===== src/rtl/conv_pe_scheduler.sv =====
// conv_pe_scheduler: sequences weight load, window issue and drain for a systolic 3x3x3 conv PE chain
module conv_pe_scheduler #(
    parameter int IMG_W          = 16,
    parameter int IMG_H          = 16,
    parameter int NUM_OF_FILTERS = 16,
    parameter int PE_LATENCY     = 2
) (
    input  logic                              clk_i,
    input  logic                              rst_n,
    input  logic                              start_i,
    input  logic                              stall_i,
    output logic                              busy_o,
    output logic                              done_o,
    output logic                              wload_valid_o,
    output logic [$clog2(NUM_OF_FILTERS)-1:0] wload_idx_o,
    output logic                              win_valid_o,
    output logic [$clog2(IMG_H)-1:0]          win_row_o,
    output logic [$clog2(IMG_W)-1:0]          win_col_o,
    output logic                              out_valid_o,
    output logic [$clog2(IMG_H)-1:0]          out_row_o,
    output logic [$clog2(IMG_W)-1:0]          out_col_o
);
    localparam int IW      = $clog2(NUM_OF_FILTERS);
    localparam int RW      = $clog2(IMG_H);
    localparam int CW      = $clog2(IMG_W);
    localparam int DW      = 1 + RW + CW;
    localparam int DRAIN_N = PE_LATENCY + NUM_OF_FILTERS - 1;
    localparam int DCW     = $clog2(DRAIN_N + 1);
    localparam logic [IW-1:0]  IDX_LAST   = IW'(NUM_OF_FILTERS - 1);
    localparam logic [RW-1:0]  ROW_LAST   = RW'(IMG_H - 3);
    localparam logic [CW-1:0]  COL_LAST   = CW'(IMG_W - 3);
    localparam logic [DCW-1:0] DRAIN_LAST = DCW'(DRAIN_N - 1);

    typedef enum logic [2:0] {IDLE, LOAD_W, STREAM, DRAIN, DONE} state_t;

    state_t         state_q, state_d;
    logic [IW-1:0]  idx_q, idx_d;
    logic [RW-1:0]  row_q, row_d;
    logic [CW-1:0]  col_q, col_d;
    logic [DCW-1:0] dcnt_q, dcnt_d;
    logic [DW-1:0]  dl_q [PE_LATENCY];
    logic [DW-1:0]  dl_d [PE_LATENCY];
    logic           win_last;

    assign win_last = win_valid_o && row_q == ROW_LAST && col_q == COL_LAST;

    always_ff @(posedge clk_i or negedge rst_n) begin
        if (!rst_n) state_q <= IDLE;
        else        state_q <= state_d;
    end

    always_comb begin
        state_d = state_q;
        case (state_q)
            IDLE:    state_d = start_i ? LOAD_W : IDLE;
            LOAD_W:  state_d = (idx_q == IDX_LAST) ? STREAM : LOAD_W;
            STREAM:  state_d = win_last ? DRAIN : STREAM;
            DRAIN:   state_d = (dcnt_q == DRAIN_LAST) ? DONE : DRAIN;
            default: state_d = IDLE;
        endcase
    end

    always_comb begin
        busy_o        = state_q != IDLE;
        done_o        = state_q == DONE;
        wload_valid_o = state_q == LOAD_W;
        wload_idx_o   = wload_valid_o ? idx_q : '0;
        win_valid_o   = state_q == STREAM && !stall_i;
        win_row_o     = win_valid_o ? row_q : '0;
        win_col_o     = win_valid_o ? col_q : '0;
        {out_valid_o, out_row_o, out_col_o} = dl_q[PE_LATENCY-1];
    end

    // Counters wrap to zero on their last value so the next pass starts clean.
    always_comb begin
        idx_d  = (state_q == LOAD_W) ? ((idx_q == IDX_LAST) ? '0 : idx_q + IW'(1)) : idx_q;
        col_d  = win_valid_o ? ((col_q == COL_LAST) ? '0 : col_q + CW'(1)) : col_q;
        row_d  = (win_valid_o && col_q == COL_LAST) ? ((row_q == ROW_LAST) ? '0 : row_q + RW'(1)) : row_q;
        dcnt_d = (state_q == DRAIN) ? ((dcnt_q == DRAIN_LAST) ? '0 : dcnt_q + DCW'(1)) : dcnt_q;
        dl_d[0] = {win_valid_o, win_row_o, win_col_o};
        for (int i = 1; i < PE_LATENCY; i++) dl_d[i] = dl_q[i-1];
    end

    // The delay line shifts unconditionally: the PEs have no enable to stall on.
    always_ff @(posedge clk_i or negedge rst_n) begin
        if (!rst_n) begin
            idx_q  <= '0;
            row_q  <= '0;
            col_q  <= '0;
            dcnt_q <= '0;
            for (int i = 0; i < PE_LATENCY; i++) dl_q[i] <= '0;
        end else begin
            idx_q  <= idx_d;
            row_q  <= row_d;
            col_q  <= col_d;
            dcnt_q <= dcnt_d;
            dl_q   <= dl_d;
        end
    end
endmodule


===== config.mk =====
export PLATFORM = sky130hd
export DESIGN_NAME = conv_pe_scheduler
export DESIGN_NICKNAME = d
export VERILOG_FILES = /design/src/rtl/conv_pe_scheduler.sv
export SDC_FILE = /design/constraint.sdc
export NUM_CORES = 1
export LEC_CHECK = 0
export CAP_MARGIN = 20
export CORE_MARGIN = 5
export CORE_UTILIZATION = 57
export CTS_BUF_LIST = sky130_fd_sc_hd__clkbuf_4 sky130_fd_sc_hd__clkbuf_8
export DETAILED_ROUTE_END_ITERATION = 12
export PLACE_DENSITY = 0.86
export SLEW_MARGIN = 5
export SYNTH_ARGS = -nofsm -noshare
export SYNTH_HDL_FRONTEND = slang
export SYNTH_SLANG_ARGS = --single-unit

===== constraint.sdc =====
create_clock -name clk_i -period 3.8 [get_ports clk_i]
set_input_delay 1.14 -clock clk_i [delete_from_list [all_inputs] [get_ports clk_i]]
set_output_delay 1.14 -clock clk_i [all_outputs]
set_load 0.005 [all_outputs]

# Word level (Yosys, flattened, before mapping)
# Cells that the tools add are included.
# Widths: inputs -> output; s select.
# op_classes
n_div	0
bitwise	0
shift	0
add_sub_neg	4
order_cmp	0
n_mux	12
n_eq_ne	8
n_mul	0
reduce_logical	7
# ops
operator	n
$mux 4	6
$add 4x1->4 const B	3
$eq 4x4->1 const B	3
$pmux 3 s4	1
$eq 3x2->1 const B	2
$add 5x1->5 const B	1
$eq 5x5->1 const B	1
$mux 5	1
$logic_and 1x1->1	4
$eq 3x1->1 const B	1
$eq 3x3->1 const B	1
$logic_not 3->1	1
$mux 3	1
$reduce_bool 3->1	1
$mux 1	2
$mux 2	1
$logic_not 1->1	1
# word_totals
ff_bits	38
romBits	0
latchBits	0
n_memories	0
ramBits	0
output_inout_bits	25
inputBits	4

# Logic depth before layout (Yosys ltp)
# depth
word_depth	6
depth_mapped	6

# Worst setup path before layout
# No wires, ideal clock.
# synth_path
path_kind	input -> output
startpoint	input stall_i
endpoint	output win_col_o[0]
path_stages	5
arrival_time_ns	2.223
path_slack_ns	0.437
cell_sequence	or4b_1 -> buf_6 -> inv_1 -> and2_1 -> buf_4
# synth_rtl
item	line	source
start: declaration	11	input logic stall_i,
end: declaration	18	output logic [$clog2(IMG_W)-1:0] win_col_o,

# Worst setup path after layout
# layout_path
startpoint	input stall_i
endpoint	output win_col_o[3]
# layout_via
elab_chain_cells	3
# layout_rtl
item	line	source
$logic_not 1->1	68	win_valid_o = state_q == STREAM && !stall_i;
$logic_and 1x1->1	68	
$mux 4	70	win_col_o = win_valid_o ? col_q : '0;
# No other way between the ends.

==> report_table.html <==
<table>
<tr><th>Metric</th><th>Value</th></tr>
<tr><th colspan="2">Timing</th></tr>
<tr><td>Unrepaired setup endpoints after global routing</td><td>false</td></tr>
<tr><td>Final hold violations</td><td>0</td></tr>
<tr><td>Headroom to the max-slew limit</td><td>0.459</td></tr>
<tr><td>Final-report max-slew violation count</td><td>0</td></tr>
<tr><td>Highest clock rate</td><td>265 MHz</td></tr>
<tr><td>Endpoints failing setup</td><td>0</td></tr>
<tr><td>Worst slew pin tran</td><td>roughly 800 ps</td></tr>
<tr><td>Setup skew after layout</td><td>11.0 ps</td></tr>
<tr><td>Period Utilization, post-route</td><td>0.992</td></tr>
<tr><td>Minimum clock period after layout</td><td>~3800 ps</td></tr>
<tr><th colspan="2">Worst setup path</th></tr>
<tr><td>Worst path required time</td><td>2660 ps</td></tr>
<tr><td>Reg-to-reg endpoint</td><td>row_q[1]</td></tr>
<tr><td>Critical path endpoint category</td><td>output pin</td></tr>
<tr><td>Data arrival time of the critical path</td><td>approximately 2600 ps</td></tr>
<tr><td>Startpoint type of the worst setup path</td><td>primary input</td></tr>
<tr><td>Crit Reg-Reg Startpoint</td><td>state_q[0]</td></tr>
<tr><td>Worst Reg-to-Reg Cells</td><td>5</td></tr>
<tr><td>Maximum net fanout on the critical path</td><td>5</td></tr>
<tr><td>Path type of the worst setup path</td><td>primary input to output pin</td></tr>
<tr><td>Reg-to-reg slack, setup</td><td>1540 ps</td></tr>
<tr><th colspan="2">Logic synthesis</th></tr>
<tr><td>Main flop type after synthesis</td><td>sky130_fd_sc_hd__dfrtp_1</td></tr>
<tr><td>Async set-reset flop share out of synthesis</td><td>1.00</td></tr>
<tr><td>Gate count of the mapped netlist</td><td>approximately 140</td></tr>
<tr><td>Top post-synthesis cells by area</td><td>sky130_fd_sc_hd__dfrtp_1, sky130_fd_sc_hd__buf_4, sky130_fd_sc_hd__and2_1</td></tr>
<tr><td>Net count after synthesis</td><td>142</td></tr>
<tr><td>Cell taking the most area after synthesis</td><td>sky130_fd_sc_hd__dfrtp_1</td></tr>
<tr><td>Number of synthesized register bits</td><td>38</td></tr>
<tr><td>Number of distinct library cell variants in the gate-level netlist after synthesis</td><td>38</td></tr>
<tr><td>Avg Synthesized Cell Area</td><td>around 12 µm²</td></tr>
<tr><td>Portion of the post-synthesis area used by sequential elements</td><td>0.597</td></tr>
<tr><td>Top-area cell type share of the netlist area</td><td>0.597</td></tr>
<tr><td>Number of enable-type register cells in the synthesized netlist</td><td>0</td></tr>
<tr><td>Cell area after technology mapping</td><td>0.00159 mm²</td></tr>
<tr><td>Yosys warns</td><td>0</td></tr>
<tr><th colspan="2">CTS</th></tr>
<tr><td>TritonCTS clock tree</td><td>yes</td></tr>
<tr><td>Clock slew at reported path FFs</td><td>120 ps</td></tr>
<tr><td>Clock Path Buffers</td><td>2</td></tr>
<tr><td>Total CTS buffers</td><td>5</td></tr>
<tr><td>Total number of clock tree sinks</td><td>38</td></tr>
<tr><td>Clock root buffer</td><td>sky130_fd_sc_hd__clkbuf_4</td></tr>
<tr><td># hold bufs at CTS</td><td>0</td></tr>
<tr><td>Clk_lat worst skew</td><td>between 300 and 400 ps</td></tr>
<tr><td>Number of levels in the clock H-tree</td><td>2</td></tr>
<tr><th colspan="2">Drt</th></tr>
<tr><td>Wirelength, routed</td><td>3010 µm</td></tr>
<tr><td>Count of antenna-violating nets left after detailed routing</td><td>0</td></tr>
<tr><td>Post-detailed-route wirelength per cell</td><td>15.0 µm</td></tr>
<tr><td>Drt first-iter violations</td><td>51</td></tr>
<tr><td>Remaining design rule violation count</td><td>0</td></tr>
<tr><td>Vias/cell</td><td>about 5.5</td></tr>
<tr><td>Total iterations of the first detailed-routing run</td><td>4</td></tr>
<tr><td>Vias</td><td>around 1,100</td></tr>
<tr><th colspan="2">Power and ir drop</th></tr>
<tr><td>Static leakage</td><td>0.943 nW</td></tr>
<tr><td>Maximum ir drop on the vdd rail</td><td>0.000614 V</td></tr>
<tr><td>Relative contribution of sequential cells to total power</td><td>0.472</td></tr>
<tr><td>Pwr dens</td><td>638 mW/mm²</td></tr>
<tr><td>Share of power burned in the clock network</td><td>0.219</td></tr>
<tr><td>Relative contribution of combinational cells to total power</td><td>0.309</td></tr>
<tr><td>Switching power</td><td>412 µW</td></tr>
<tr><td>Switching part of the total</td><td>0.328</td></tr>
<tr><td>Total power of the final layout</td><td>1.26 mW</td></tr>
<tr><td>Internal portion of total power</td><td>around 840 µW</td></tr>
<tr><th colspan="2">Die</th></tr>
<tr><td>Ports placed on the boundary</td><td>29</td></tr>
<tr><td>Horizontal extent of the die</td><td>62.9 µm</td></tr>
<tr><td>Die Outline Area</td><td>a little under 0.004 mm²</td></tr>
<tr><td>CORE AREA</td><td>0.00271 mm²</td></tr>
<tr><td>Y dimension of the die</td><td>62.9 µm</td></tr>
<tr><td># rows</td><td>19</td></tr>
<tr><td>Starting density of the core</td><td>0.588</td></tr>
<tr><th colspan="2">Global routing</th></tr>
<tr><td>Antenna violations before repair</td><td>0</td></tr>
<tr><td>First-pass GRT wire length</td><td>5380 µm</td></tr>
<tr><td>GRT Resource Usage Total</td><td>0.175</td></tr>
<tr><td>Maximum number of pins on one net before global-route repair</td><td>39</td></tr>
<tr><td>Via count of the first global-routing pass</td><td>1,179</td></tr>
<tr><td>Total congestion overflow after global routing</td><td>0</td></tr>
<tr><th colspan="2">Hold path</th></tr>
<tr><td>Worst hold path endpoint</td><td>out_row_o[0]</td></tr>
<tr><td>Path category of the worst min-delay check</td><td>register to register</td></tr>
<tr><td>Hold-critical path depth</td><td>0</td></tr>
<tr><td>Hold Crit Start</td><td>dl_d[4]</td></tr>
<tr><th colspan="2">Final layout</th></tr>
<tr><td>Final design instance area without fill</td><td>0.00197 mm²</td></tr>
<tr><td>Net count reported at finish</td><td>approximately 180</td></tr>
<tr><td>Area grow syn2layout</td><td>23.7%</td></tr>
<tr><td>Most frequent cells in the layout</td><td>sky130_fd_sc_hd__dfrtp_1, sky130_fd_sc_hd__clkdlybuf4s50_1, sky130_fd_sc_hd__buf_4, sky130_fd_sc_hd__nand2_1, sky130_fd_sc_hd__and2_1</td></tr>
<tr><td>Count of inserted antenna diode cells</td><td>0</td></tr>
<tr><td>Most frequent standard cell in the layout excluding fill and tap cells</td><td>sky130_fd_sc_hd__dfrtp_1</td></tr>
<tr><td>Ratio of cells with drive above 1 in the final layout</td><td>0.212</td></tr>
<tr><th colspan="2">Placement</th></tr>
<tr><td>Hpwl dp</td><td>2170 µm</td></tr>
<tr><td>Gpl congestion</td><td>0.754</td></tr>
<tr><td>Placement Cell Area</td><td>about 0.0019 mm²</td></tr>
<tr><td>Count of input and output buffers</td><td>28</td></tr>
<tr><th colspan="2">Run status</th></tr>
<tr><td>Run status</td><td>completed</td></tr>
<tr><th colspan="2">Flow run</th></tr>
<tr><td>Number of max-cap violations</td><td>0</td></tr>
</table>
-- cells by family (layout without fill, tap and decap cells) --
kind of cell	after synthesis	count (layout)	synth area share
AOI/OAI and AO/OA	23	23	0.0966
xor gates and xnor gates	4	4	0.0220
adders and majority gates	3	3	0.0236
buffers and inverters	20	55	0.0730
DFF	38	38	0.597
muxes	3	3	0.0236
and+or+nand+nor	44	44	0.164
-- power groups by stage --
| stage | logic (mW) | registers, mW | clock network [mW] |
|---|---|---|---|
| after detailed placement | 0.379 | 0.600 | 0 |
| after global placement | 0.354 | 0.592 | 0 |
| after global routing | 0.436 | 0.612 | 0.306 |
| after CTS | 0.386 | 0.591 | 0.281 |
| final | 0.388 | 0.594 | 0.275 |
| after floorplan | 0.256 | 0.567 | 0 |
-- worst max-delay path by stage --
stage / depth (start not counted) / end / start
finish: 5 / win_col_o[3] / stall_i
global route: 5 / win_col_o[3] / stall_i
CTS: 5 / win_row_o[1] / stall_i
detailed placement: 5 / win_row_o[1] / stall_i
global placement: 5 / win_row_o[3] / stall_i
floorplan: 5 / win_col_o[0] / stall_i
-- layer usage --
metal  wire (µm)  vias up  part of all wire  GRT usage
met5           0        -                 0          0
met4          70        0             0.023     0.0955
met3         137        8             0.046     0.0468
met2        1610       27              0.53      0.292
met1        1190      542              0.40      0.201
li1            -      530                 -          -
-- sequential cells by signal (all words and copies together), names as in the netlist --
register,flops
dl_d,9
dcnt_q,5
col_q,4
idx_q,4
out_col_o,4
out_row_o,4
row_q,4
state_q,3
out_valid_o,1
-- what timing repair did --
item,CTS,global route
setup buffers,1,2
gates resized for setup,13,13
pin swaps,0,1
endpoints found under the setup margin,9,2
cloned,0,0
-- synthesized netlist by cell type (all sizes together), types with 3 or more instances --
| library cell | count |
|---|---|
| dfrtp | 38 |
| xnor2 | 3 |
| nand2 | 9 |
| or3 | 3 |
| and2 | 10 |
| nand3 | 3 |
| buf | 10 |
| a21oi | 3 |
| mux2 | 3 |
| o31ai | 3 |
| nor2 | 6 |
| ha | 3 |
| o21ai | 6 |
| a31oi | 3 |
| inv | 9 |
-- final cells by class --
type                       instances  area, µm²
clock buffer                       5       37.5
clock inverter                     3       45.0
fill                             188        739
inverter                           9       36.3
multi-input combinational         77        537
sequential                        38        951
tap                               31       38.8
timing repair buffer              38        325
-- critical path: stages --
cell,delay [ps]
sky130_fd_sc_hd__clkdlybuf4s50_1,400
sky130_fd_sc_hd__or4b_4,560
sky130_fd_sc_hd__buf_4,180
sky130_fd_sc_hd__nor2_2,90
sky130_fd_sc_hd__dlygate4sd2_1,250
-- through the flow --
stage	hold WS (ps)	util	worst slack, ps	TNS (ps)	std cells
3_5_place_dp	335	0.693	-273	-2280	190
5_1_grt	377	0.727	3.39	0	201
2_1_floorplan	331	-	437	0	135
4_1_cts	358	0.726	-144	-144	199
6_report	354	0.727	30.3	0	201
3_3_place_gp	332	0.693	-261	-2130	190
No activity file was read; power rests on OpenSTA's default activity.
